### src/rtl/gpio_wbarb_pkg.sv
// Shared definitions for the GPIO Wishbone arbiter: FSM encoding and the
// masked-write data word layout understood by the GPIO peripheral.
package gpio_wbarb_pkg;

  typedef enum logic [1:0] {
    ST_IDLE   = 2'd0,
    ST_STROBE = 2'd1,
    ST_WAIT   = 2'd2
  } state_e;

  localparam int MASK_LSB = 16;
  localparam int VAL_LSB  = 0;
  localparam int WB_DW    = 32;

endpackage

### src/rtl/gpio_wbarb_rr_pick.sv
// Round-robin priority search: first asserted request at or after ptr,
// wrapping cyclically over NREQ entries.
module gpio_wbarb_rr_pick #(
  parameter int NREQ = 4,
  parameter int PW   = 2
) (
  input  logic [NREQ-1:0] req,
  input  logic [PW-1:0]   ptr,
  output logic            found,
  output logic [PW-1:0]   idx
);

  always_comb begin
    int          k;
    logic [PW-1:0] kk;
    found = 1'b0;
    idx   = '0;
    k     = 0;
    kk    = '0;
    // Scan from the farthest offset down so the nearest hit wins.
    for (int i = NREQ - 1; i >= 0; i--) begin
      k = int'(ptr) + i;
      if (k >= NREQ) k = k - NREQ;
      kk = PW'(k);
      if (req[kk]) begin
        found = 1'b1;
        idx   = kk;
      end
    end
  end

endmodule

### src/rtl/gpio_wbarb.sv
// Round-robin arbiter serialising per-requester set/clear masks into
// masked Wishbone writes to the single GPIO output register.
module gpio_wbarb
  import gpio_wbarb_pkg::*;
#(
  parameter int            NREQ      = 4,
  parameter int            NOUT      = 16,
  parameter int            AW        = 30,
  parameter logic [AW-1:0] GPIO_ADDR = '0,
  parameter int            TIMEOUT   = 255
) (
  input  logic                 i_clk,
  input  logic                 i_areset_n,
  input  logic [NREQ-1:0]      i_req,
  input  logic [NREQ*NOUT-1:0] i_mask,
  input  logic [NREQ*NOUT-1:0] i_val,
  output logic [NREQ-1:0]      o_done,
  output logic [NREQ-1:0]      o_err,
  output logic                 o_wb_cyc,
  output logic                 o_wb_stb,
  output logic                 o_wb_we,
  output logic [AW-1:0]        o_wb_addr,
  output logic [WB_DW-1:0]     o_wb_data,
  input  logic                 i_wb_stall,
  input  logic                 i_wb_ack,
  input  logic                 i_wb_err
);

  localparam int PW = $clog2(NREQ);
  localparam int CW = $clog2(TIMEOUT + 1);

  state_e            state, state_d;
  logic [PW-1:0]     rr_ptr, gnt, pick_idx;
  logic              pick_found;
  logic [NREQ-1:0]   req_elig;
  logic [CW-1:0]     tmo_cnt;
  logic              tmo_hit;
  logic [WB_DW-1:0]  wb_data, wb_word;
  logic [NOUT-1:0]   pick_mask, pick_val;
  logic              fin_pend, fin_err;
  logic [NREQ-1:0]   done_r, err_r;
  logic              do_grant, do_fin, fin_is_err;

  // The requester just served still holds i_req until it sees its pulse,
  // so keep it out of arbitration until that pulse has been delivered.
  always_comb begin
    req_elig = i_req;
    if (fin_pend || (|done_r) || (|err_r)) req_elig[gnt] = 1'b0;
  end

  gpio_wbarb_rr_pick #(
    .NREQ (NREQ),
    .PW   (PW)
  ) u_pick (
    .req   (req_elig),
    .ptr   (rr_ptr),
    .found (pick_found),
    .idx   (pick_idx)
  );

  always_comb begin
    pick_mask = i_mask[pick_idx*NOUT +: NOUT];
    pick_val  = i_val[pick_idx*NOUT +: NOUT];
    wb_word   = '0;
    wb_word[MASK_LSB +: NOUT] = pick_mask;
    wb_word[VAL_LSB +: NOUT]  = pick_val & pick_mask;
  end

  assign tmo_hit = (tmo_cnt == CW'(TIMEOUT - 1));

  always_comb begin
    state_d    = state;
    do_grant   = 1'b0;
    do_fin     = 1'b0;
    fin_is_err = 1'b0;
    case (state)
      ST_IDLE: begin
        if (pick_found) begin
          do_grant = 1'b1;
          state_d  = ST_STROBE;
        end
      end
      ST_STROBE, ST_WAIT: begin
        if (i_wb_ack || i_wb_err) begin
          do_fin     = 1'b1;
          fin_is_err = i_wb_err;
          state_d    = ST_IDLE;
        end else if (tmo_hit) begin
          do_fin     = 1'b1;
          fin_is_err = 1'b1;
          state_d    = ST_IDLE;
        end else if ((state == ST_STROBE) && !i_wb_stall) begin
          state_d = ST_WAIT;
        end
      end
      default: state_d = ST_IDLE;
    endcase
  end

  always_ff @(posedge i_clk or negedge i_areset_n) begin
    if (!i_areset_n) state <= ST_IDLE;
    else             state <= state_d;
  end

  always_ff @(posedge i_clk or negedge i_areset_n) begin
    if (!i_areset_n) begin
      rr_ptr   <= '0;
      gnt      <= '0;
      tmo_cnt  <= '0;
      wb_data  <= '0;
      fin_pend <= 1'b0;
      fin_err  <= 1'b0;
      done_r   <= '0;
      err_r    <= '0;
    end else begin
      fin_pend <= do_fin;
      fin_err  <= fin_is_err;
      done_r   <= '0;
      err_r    <= '0;
      if (fin_pend) begin
        if (fin_err) err_r[gnt]  <= 1'b1;
        else         done_r[gnt] <= 1'b1;
      end
      if (do_grant) begin
        gnt     <= pick_idx;
        rr_ptr  <= (pick_idx == PW'(NREQ - 1)) ? '0 : pick_idx + 1'b1;
        tmo_cnt <= '0;
        wb_data <= wb_word;
      end else if (state != ST_IDLE) begin
        tmo_cnt <= tmo_cnt + 1'b1;
      end
    end
  end

  assign o_wb_cyc  = (state != ST_IDLE);
  assign o_wb_stb  = (state == ST_STROBE);
  assign o_wb_we   = 1'b1;
  assign o_wb_addr = GPIO_ADDR;
  assign o_wb_data = wb_data;
  assign o_done    = done_r;
  assign o_err     = err_r;

endmodule

### config.mk
export PLATFORM = sky130hd
export DESIGN_NAME = gpio_wbarb
export DESIGN_NICKNAME = d
export VERILOG_FILES = /design/src/rtl/gpio_wbarb_pkg.sv /design/src/rtl/gpio_wbarb_rr_pick.sv /design/src/rtl/gpio_wbarb.sv
export SDC_FILE = /design/constraint.sdc
export NUM_CORES = 1
export LEC_CHECK = 0
export BUFFER_PORTS_ARGS = -buffer_cell sky130_fd_sc_hd__buf_2
export CELL_PAD_IN_SITES_DETAIL_PLACEMENT = 0
export CELL_PAD_IN_SITES_GLOBAL_PLACEMENT = 1
export CORE_MARGIN = 1
export CORE_UTILIZATION = 30
export DETAILED_ROUTE_END_ITERATION = 6
export PLACE_DENSITY = 0.76
export RECOVER_POWER = 100
export SLEW_MARGIN = 20
export SYNTH_ARGS = -nofsm -noshare
export SYNTH_HDL_FRONTEND = slang
export SYNTH_SLANG_ARGS = --single-unit
### constraint.sdc
create_clock -name i_clk -period 3.55 [get_ports i_clk]
set_input_delay 0.5325 -clock i_clk [delete_from_list [all_inputs] [get_ports i_clk]]
set_output_delay 0.5325 -clock i_clk [all_outputs]
set_load 0.005 [all_outputs]
Word level (Yosys, flattened, before mapping)
Index checks and enable logic that the tools add are counted.
- register bits after elaboration: 56
- bits of input ports: 137
- output and inout bits: 73
- logic and storage cells: 94
- add/sub/neg operators: 9
- $lt $le $gt $ge: 10
- equal/unequal tests: 6
- shift operators: 2
- muxes and demuxes: 42
- bitwise operators: 3
- reductions and logical operators: 13
- operators by type and width (cell ; number):
    $shiftx A64 B7 Y16 ; 2
    $mux W2 ; 13
    $mux W4 ; 5
    $and A16 B16 Y16 ; 1
    $mux W1 ; 16
    $mux W8 ; 2
    $lt A2 B3 Y1 const B ; 5
    $ge A3 B3 Y1 const B ; 3
    $add A8 B1 Y8 const B ; 1
    $bmux W1 S2 ; 4
    $eq A8 B8 Y1 const B ; 1
    $reduce_or A4 Y1 ; 2
    $sub A2 B1 Y2 const B ; 4
    $add A2 B2 Y3 const B ; 2
    $and A4 B4 Y4 ; 1
    $eq A2 B2 Y1 const B ; 2
    $ne A4 B4 Y1 const B ; 1
    $not A4 Y4 ; 1
    $pmux W2 S2 ; 1
    $reduce_bool A2 Y1 ; 2
    $add A2 B1 Y3 const B ; 1
    $ge A2 B3 Y1 const B ; 1
    $logic_or A1 B1 Y1 ; 3
    $add A2 B1 Y2 const B ; 1
    9 further kinds ; 10

Depth between registers and ports, before layout
- depth after elaboration: 16
- depth in mapped cells: 10
- mapped depth without buffers: 7

By module
A second synthesis with hierarchy kept.
- cell total of the unflattened synthesis: 373
- area, all modules: 3582.2 um2
- by module, submodules not included (module ; times used ; cells an instance ; area each (um2) ; sequential area each (um2)):
    gpio_wbarb ; 1 ; 360 ; 3504.6 ; 1401.3
    gpio_wbarb_rr_pick ; 1 ; 13 ; 77.6 ; 0.0

Worst setup path before layout
OpenSTA, ideal clock, no wires.
- kind: flip-flop to flip-flop
- start: register err_r[3], in the netlist o_err[3]
- end: register wb_data[22], in the netlist o_wb_data[22]
- library setup time: 0.094 ns
- arrival: 2.453 ns
- data required time: 3.456 ns
- path slack: 1.003 ns
- stages on the path, launching flop included: 11
- path buffers: 3
- period minus slack after synthesis: 2.547 ns
- cells stage by stage: dfrtp_1 > or4_4 > o311ai_4 > nand2_2 > a211oi_2 > o31ai_1 > buf_6 > and2_1 > buf_2 > buf_2 > a221oi_2
- longest elaborated chain between the ends: 11
- elaborated cells between the ends (all ways): 22
- those cells by class: 1 x shift; 19 x mux; 2 x reduce/logical
- ends and longest elaborated chain (what ; line ; source):
    start: declaration ; gpio_wbarb.sv:41 ; logic [NREQ-1:0] done_r, err_r;
    start signal: assignment ; gpio_wbarb.sv:114 ; err_r <= '0;
    start signal: assignment ; gpio_wbarb.sv:119 ; err_r <= '0;
    start signal: indexed assignment ; gpio_wbarb.sv:121 ; if (fin_err) err_r[gnt] <= 1'b1;
    $reduce_or A4 Y1 (*) ; gpio_wbarb.sv:48 ; if (fin_pend || (|done_r) || (|err_r)) req_elig[gnt] = 1'b0;
    $logic_or A1 B1 Y1 (*) ; gpio_wbarb.sv:48 ;
    $mux W4 (*) ; gpio_wbarb.sv:48 ;
    parallel branches: the longest is 8 deep, another holds $shiftx A64 B7 Y16 ; n/a ;
    end signal: assignment ; gpio_wbarb.sv:128 ; wb_data <= wb_word;
    end: declaration ; gpio_wbarb.sv:38 ; logic [WB_DW-1:0] wb_data, wb_word;
Mark *: on every way between the ends. The select of a mux whose other input is x is not followed.
A chain may end at the register's enable or synchronous reset.

Worst setup path after layout
- start: register rr_ptr[0]
- end: register wb_data[16], in the netlist o_wb_data[16]
- longest elaborated chain between the ends: 11
- elaborated cells between the ends (all ways): 34
- those cells by class: 7 x add/sub; 4 x order compare; 1 x shift; 22 x mux
- ends and longest elaborated chain (what ; line ; source):
    start: declaration ; gpio_wbarb.sv:33 ; logic [PW-1:0] rr_ptr, gnt, pick_idx;
    start signal: assignment ; gpio_wbarb.sv:126 ; rr_ptr <= (pick_idx == PW'(NREQ - 1)) ? '0 : pick_idx + 1'b1;
    parallel branches: the longest is 11 deep, another holds $add A2 B2 Y3 ; n/a ;
Parallel ways; which one is timed is not known. The select of a mux whose other input is x is not followed.

==> flow_summary.json <==
{
  "yosysWarningCount": 0,
  "cts-buffers-inserted": 5,
  "worst_ir_drop_vdd_v": 0.0003378,
  "ys_async_sr_fraction_pct": 100.0,
  "synth-seq-cells": 56,
  "yosys-top-cells-area": "sky130_fd_sc_hd__dfrtp_1 36%, sky130_fd_sc_hd__mux2i_1 9.4%, sky130_fd_sc_hd__mux4_2 9.4%, sky130_fd_sc_hd__nand2_1 8.6%, sky130_fd_sc_hd__buf_4 6.8%",
  "fp.dieW_um": 115.3,
  "route.antenna.remaining_nets": 0,
  "clock-root-buffer": "sky130_fd_sc_hd__clkbuf_16",
  "finalMaxSlewViolations": 38,
  "leakage_nw": 2.364,
  "tot_pwr_w": 0.004376,
  "synthXorXnorAreaFrac_pct": 0.6827,
  "hold_violations": 0,
  "drt_wl_total_mm": 10.79,
  "timing.critical_path.arrival_ns": 3.29,
  "numClockSinks": 56,
  "design.portCount": 210,
  "fillCellCount": 1331,
  "grt_total_ovfl": 0,
  "hold-worst-slack_ns": 0.4418,
  "maxSlewHeadroom_pct": -38.74,
  "clock_latency_ns": 0.29,
  "main_combinational_cell_family_by_area_after_synthesis": "multiplexers",
  "yosys-top-cells-count": "88 x sky130_fd_sc_hd__nand2_1, 56 x sky130_fd_sc_hd__dfrtp_1, 36 x sky130_fd_sc_hd__mux2i_1",
  "syn-instance-count": 395,
  "synthesis.area_per_instance_um2": 9.744,
  "cts.repair_timing.setup_buffer_count": 0,
  "grt_util_met2_pct": 31.77,
  "synth_largest_area_cell": "sky130_fd_sc_hd__dfrtp_1",
  "cp-end-kind": "register",
  "setup.worst_path.end": "o_wb_data[16]",
  "synthesis.area_um2": 3849,
  "cts_tree": "built",
  "grt_pass1_wl_mm": 16.92,
  "post-route-min-period_ns": 3.102,
  "grt_util_all_layers_pct": 16.42,
  "reg2reg_slack_ns": 0.45,
  "crit_path_start_kind": "register",
  "post_synthesis_simple_gate_area_fraction_pct": 16.94,
  "synth_edf_count": 0,
  "dominantRegCellSynth": "sky130_fd_sc_hd__dfrtp_1",
  "cts_hold_repair.buffers": 0,
  "reg2reg_to": "o_wb_data[16]",
  "areaGrowthSynthToFinish_pct": 26.33,
  "drc_errors": 0,
  "rsz0062_at_grt": "no",
  "start_util_pct": 30.62,
  "timing.hold.worst.class": "in -> reg",
  "violations": "max-capacitance violations, max-slew violations",
  "highest_fanout_seen_on_the_critical_path": 12,
  "dieArea_um2": 13290,
  "die_h_um": 115.3,
  "dp_hpwl_mm": 8.501,
  "worst_clock_skew_ns": 0.004471,
  "worst-endpoint-required_ns": 3.74,
  "synth_largest_type_area_fraction_pct": 36.41,
  "hold_path.startpoint": "i_wb_ack",
  "grt_max_degree": 38,
  "timing.reg2reg.worst_path_depth": 8,
  "synth_mux_area_share_pct": 19.31,
  "num_antenna_cells": 0,
  "avgViaCountPerCell": 4.790,
  "num-nets-final": 713,
  "core_um2": 12570,
  "grt_pass1_vias": 3587,
  "power_density_nw_per_um2": 900.0,
  "grtUsageMet3_pct": 2.109,
  "utilization_after_layout_pct": 38.69,
  "clock.fmax_mhz": 322.3,
  "count_of_cells_resized_by_post_cts_repair": 0,
  "synth_adder_area_share_pct": 2.276,
  "worst-slew-pin-transition_ns": 2.081,
  "drv_cap": 1,
  "synthDistinctLibCells": 52,
  "critPathKind": "reg -> reg",
  "buffer_ports.inserted": 178,
  "placement_rows": 41,
  "finalCritPeriodShare_pct": 87.39,
  "post_drt_wl_per_cell_um": 14.54,
  "worstReg2RegStart": "rr_ptr[0]",
  "setup_total_negative_slack_ns": 0,
  "detailroute.via_count": 3554,
  "synth_sequential_area_ratio_pct": 36.41,
  "final_layout_size_suffix_gt1_share_pct": 33.51,
  "drtPass1Iterations": 4,
  "worstSetupStartpoint": "rr_ptr[0]",
  "gr-usage-met1_pct": 18.63,
  "drt_iter0_drc": 202,
  "outcome": "finished, violations left",
  "htree_levels": 2,
  "gpl.final_weighted_congestion": 0.7681,
  "antenna_found_initial": 0,
  "synth_compound_gate_area_share_pct": 14.50,
  "grt_most_used_layer": "met2",
  "final-setup-viol-count": 0,
  "post-synth-top-count-cell": "sky130_fd_sc_hd__nand2_1",
  "clk_path_buf_depth": 2,
  "clk_pin_slew_ns": 0.07
}
==> power by group <==
group	switching [W]	leakage [nW]	internal (W)	total [W]
combinational	0.00150	1.59	0.00128	0.00278
sequential	0.000207	0.701	0.000897	0.00110
clock	0.000226	0.0681	0.000264	0.000490
total	0.00194	2.36	0.00244	0.00438
==> cells by family after synthesis <==
kind of cell / Yosys count
AOI/OAI and AO/OA: 66
and+or+nand+nor: 150
other: 2
adders and majority gates: 7
buffers and inverters: 57
xor gates and xnor gates: 3
DFF: 56
muxes: 54
==> worst max-delay path, stage by stage, from the launching register on <==
cell and delay [ns]:
sky130_fd_sc_hd__dfrtp_1 0.65, sky130_fd_sc_hd__xnor2_1 0.16, sky130_fd_sc_hd__a311oi_1 0.47, sky130_fd_sc_hd__nor2_1 0.16
sky130_fd_sc_hd__nor4_1 0.70, sky130_fd_sc_hd__nor2_2 0.09, sky130_fd_sc_hd__and2_1 0.28, sky130_fd_sc_hd__buf_12 0.20
sky130_fd_sc_hd__a221oi_1 0.28
==> cell type report <==
type / count / area, um2 / share of cell area (%)
Multi-Input combinational cell: 311 / 2147 / 44.16
Sequential cell: 56 / 1401 / 28.82
Timing Repair Buffer: 188 / 930.9 / 19.15
Tap cell: 172 / 215.2 / 4.426
Clock buffer: 7 / 132.6 / 2.728
Inverter: 7 / 26.28 / 0.5404
Clock inverter: 1 / 8.758 / 0.1801
==> state kept, by name (all words and copies together), names as in the netlist <==
signal	count
o_wb_data	32
tmo_cnt	8
o_done	4
o_err	4
gnt	2
rr_ptr	2
state	2
fin_err	1
fin_pend	1
==> cell usage in the layout (no fill, tap or decap), types with 3 or more instances in the layout <==
cell / instances
sky130_fd_sc_hd__buf_2: 145
sky130_fd_sc_hd__nand2_1: 88
sky130_fd_sc_hd__dfrtp_1: 56
sky130_fd_sc_hd__mux2i_1: 36
sky130_fd_sc_hd__clkbuf_1: 36
sky130_fd_sc_hd__conb_1: 31
sky130_fd_sc_hd__nor2_1: 29
sky130_fd_sc_hd__o21ai_0: 24
sky130_fd_sc_hd__mux4_2: 16
sky130_fd_sc_hd__a221oi_1: 13
sky130_fd_sc_hd__inv_1: 7
sky130_fd_sc_hd__ha_1: 7
sky130_fd_sc_hd__buf_4: 7
sky130_fd_sc_hd__nand2b_1: 5
sky130_fd_sc_hd__nor3_1: 5
sky130_fd_sc_hd__o31ai_1: 5
sky130_fd_sc_hd__clkbuf_16: 5
sky130_fd_sc_hd__nand3_1: 4
sky130_fd_sc_hd__a311oi_1: 3
sky130_fd_sc_hd__a31oi_1: 3
sky130_fd_sc_hd__o211ai_1: 3
sky130_fd_sc_hd__a221oi_2: 3
==> routing by layer <==
metal | share of wire, % | up-vias
met4 | 1.2 | 0
li1 | - | 1697
met3 | 5.1 | 13
met1 | 39 | 1702
met2 | 54 | 142
met5 | 0 | -
==> worst min path at each step <==
stage / cells after the start / end
2_1_floorplan: 0 / fin_err
3_3_place_gp: 2 / o_wb_data[15]
3_5_place_dp: 2 / o_wb_data[10]
4_1_cts: 1 / state[0]
5_1_grt: 2 / fin_err
6_report: 2 / fin_err
==> metrics by stage <==
| stage | worst slack, ns | area (um2) | cells |
|---|---|---|---|
| after floorplan | 1.003 | 3958 | 424 |
| after global placement | 0.6187 | 4832 | 734 |
| after detailed placement | 0.5345 | 4832 | 734 |
| after CTS | 0.5198 | 4974 | 742 |
| after global routing | 0.1849 | 4862 | 742 |
| final | 0.4477 | 4862 | 742 |
Note: power is estimated with default switching activity, not from simulation.
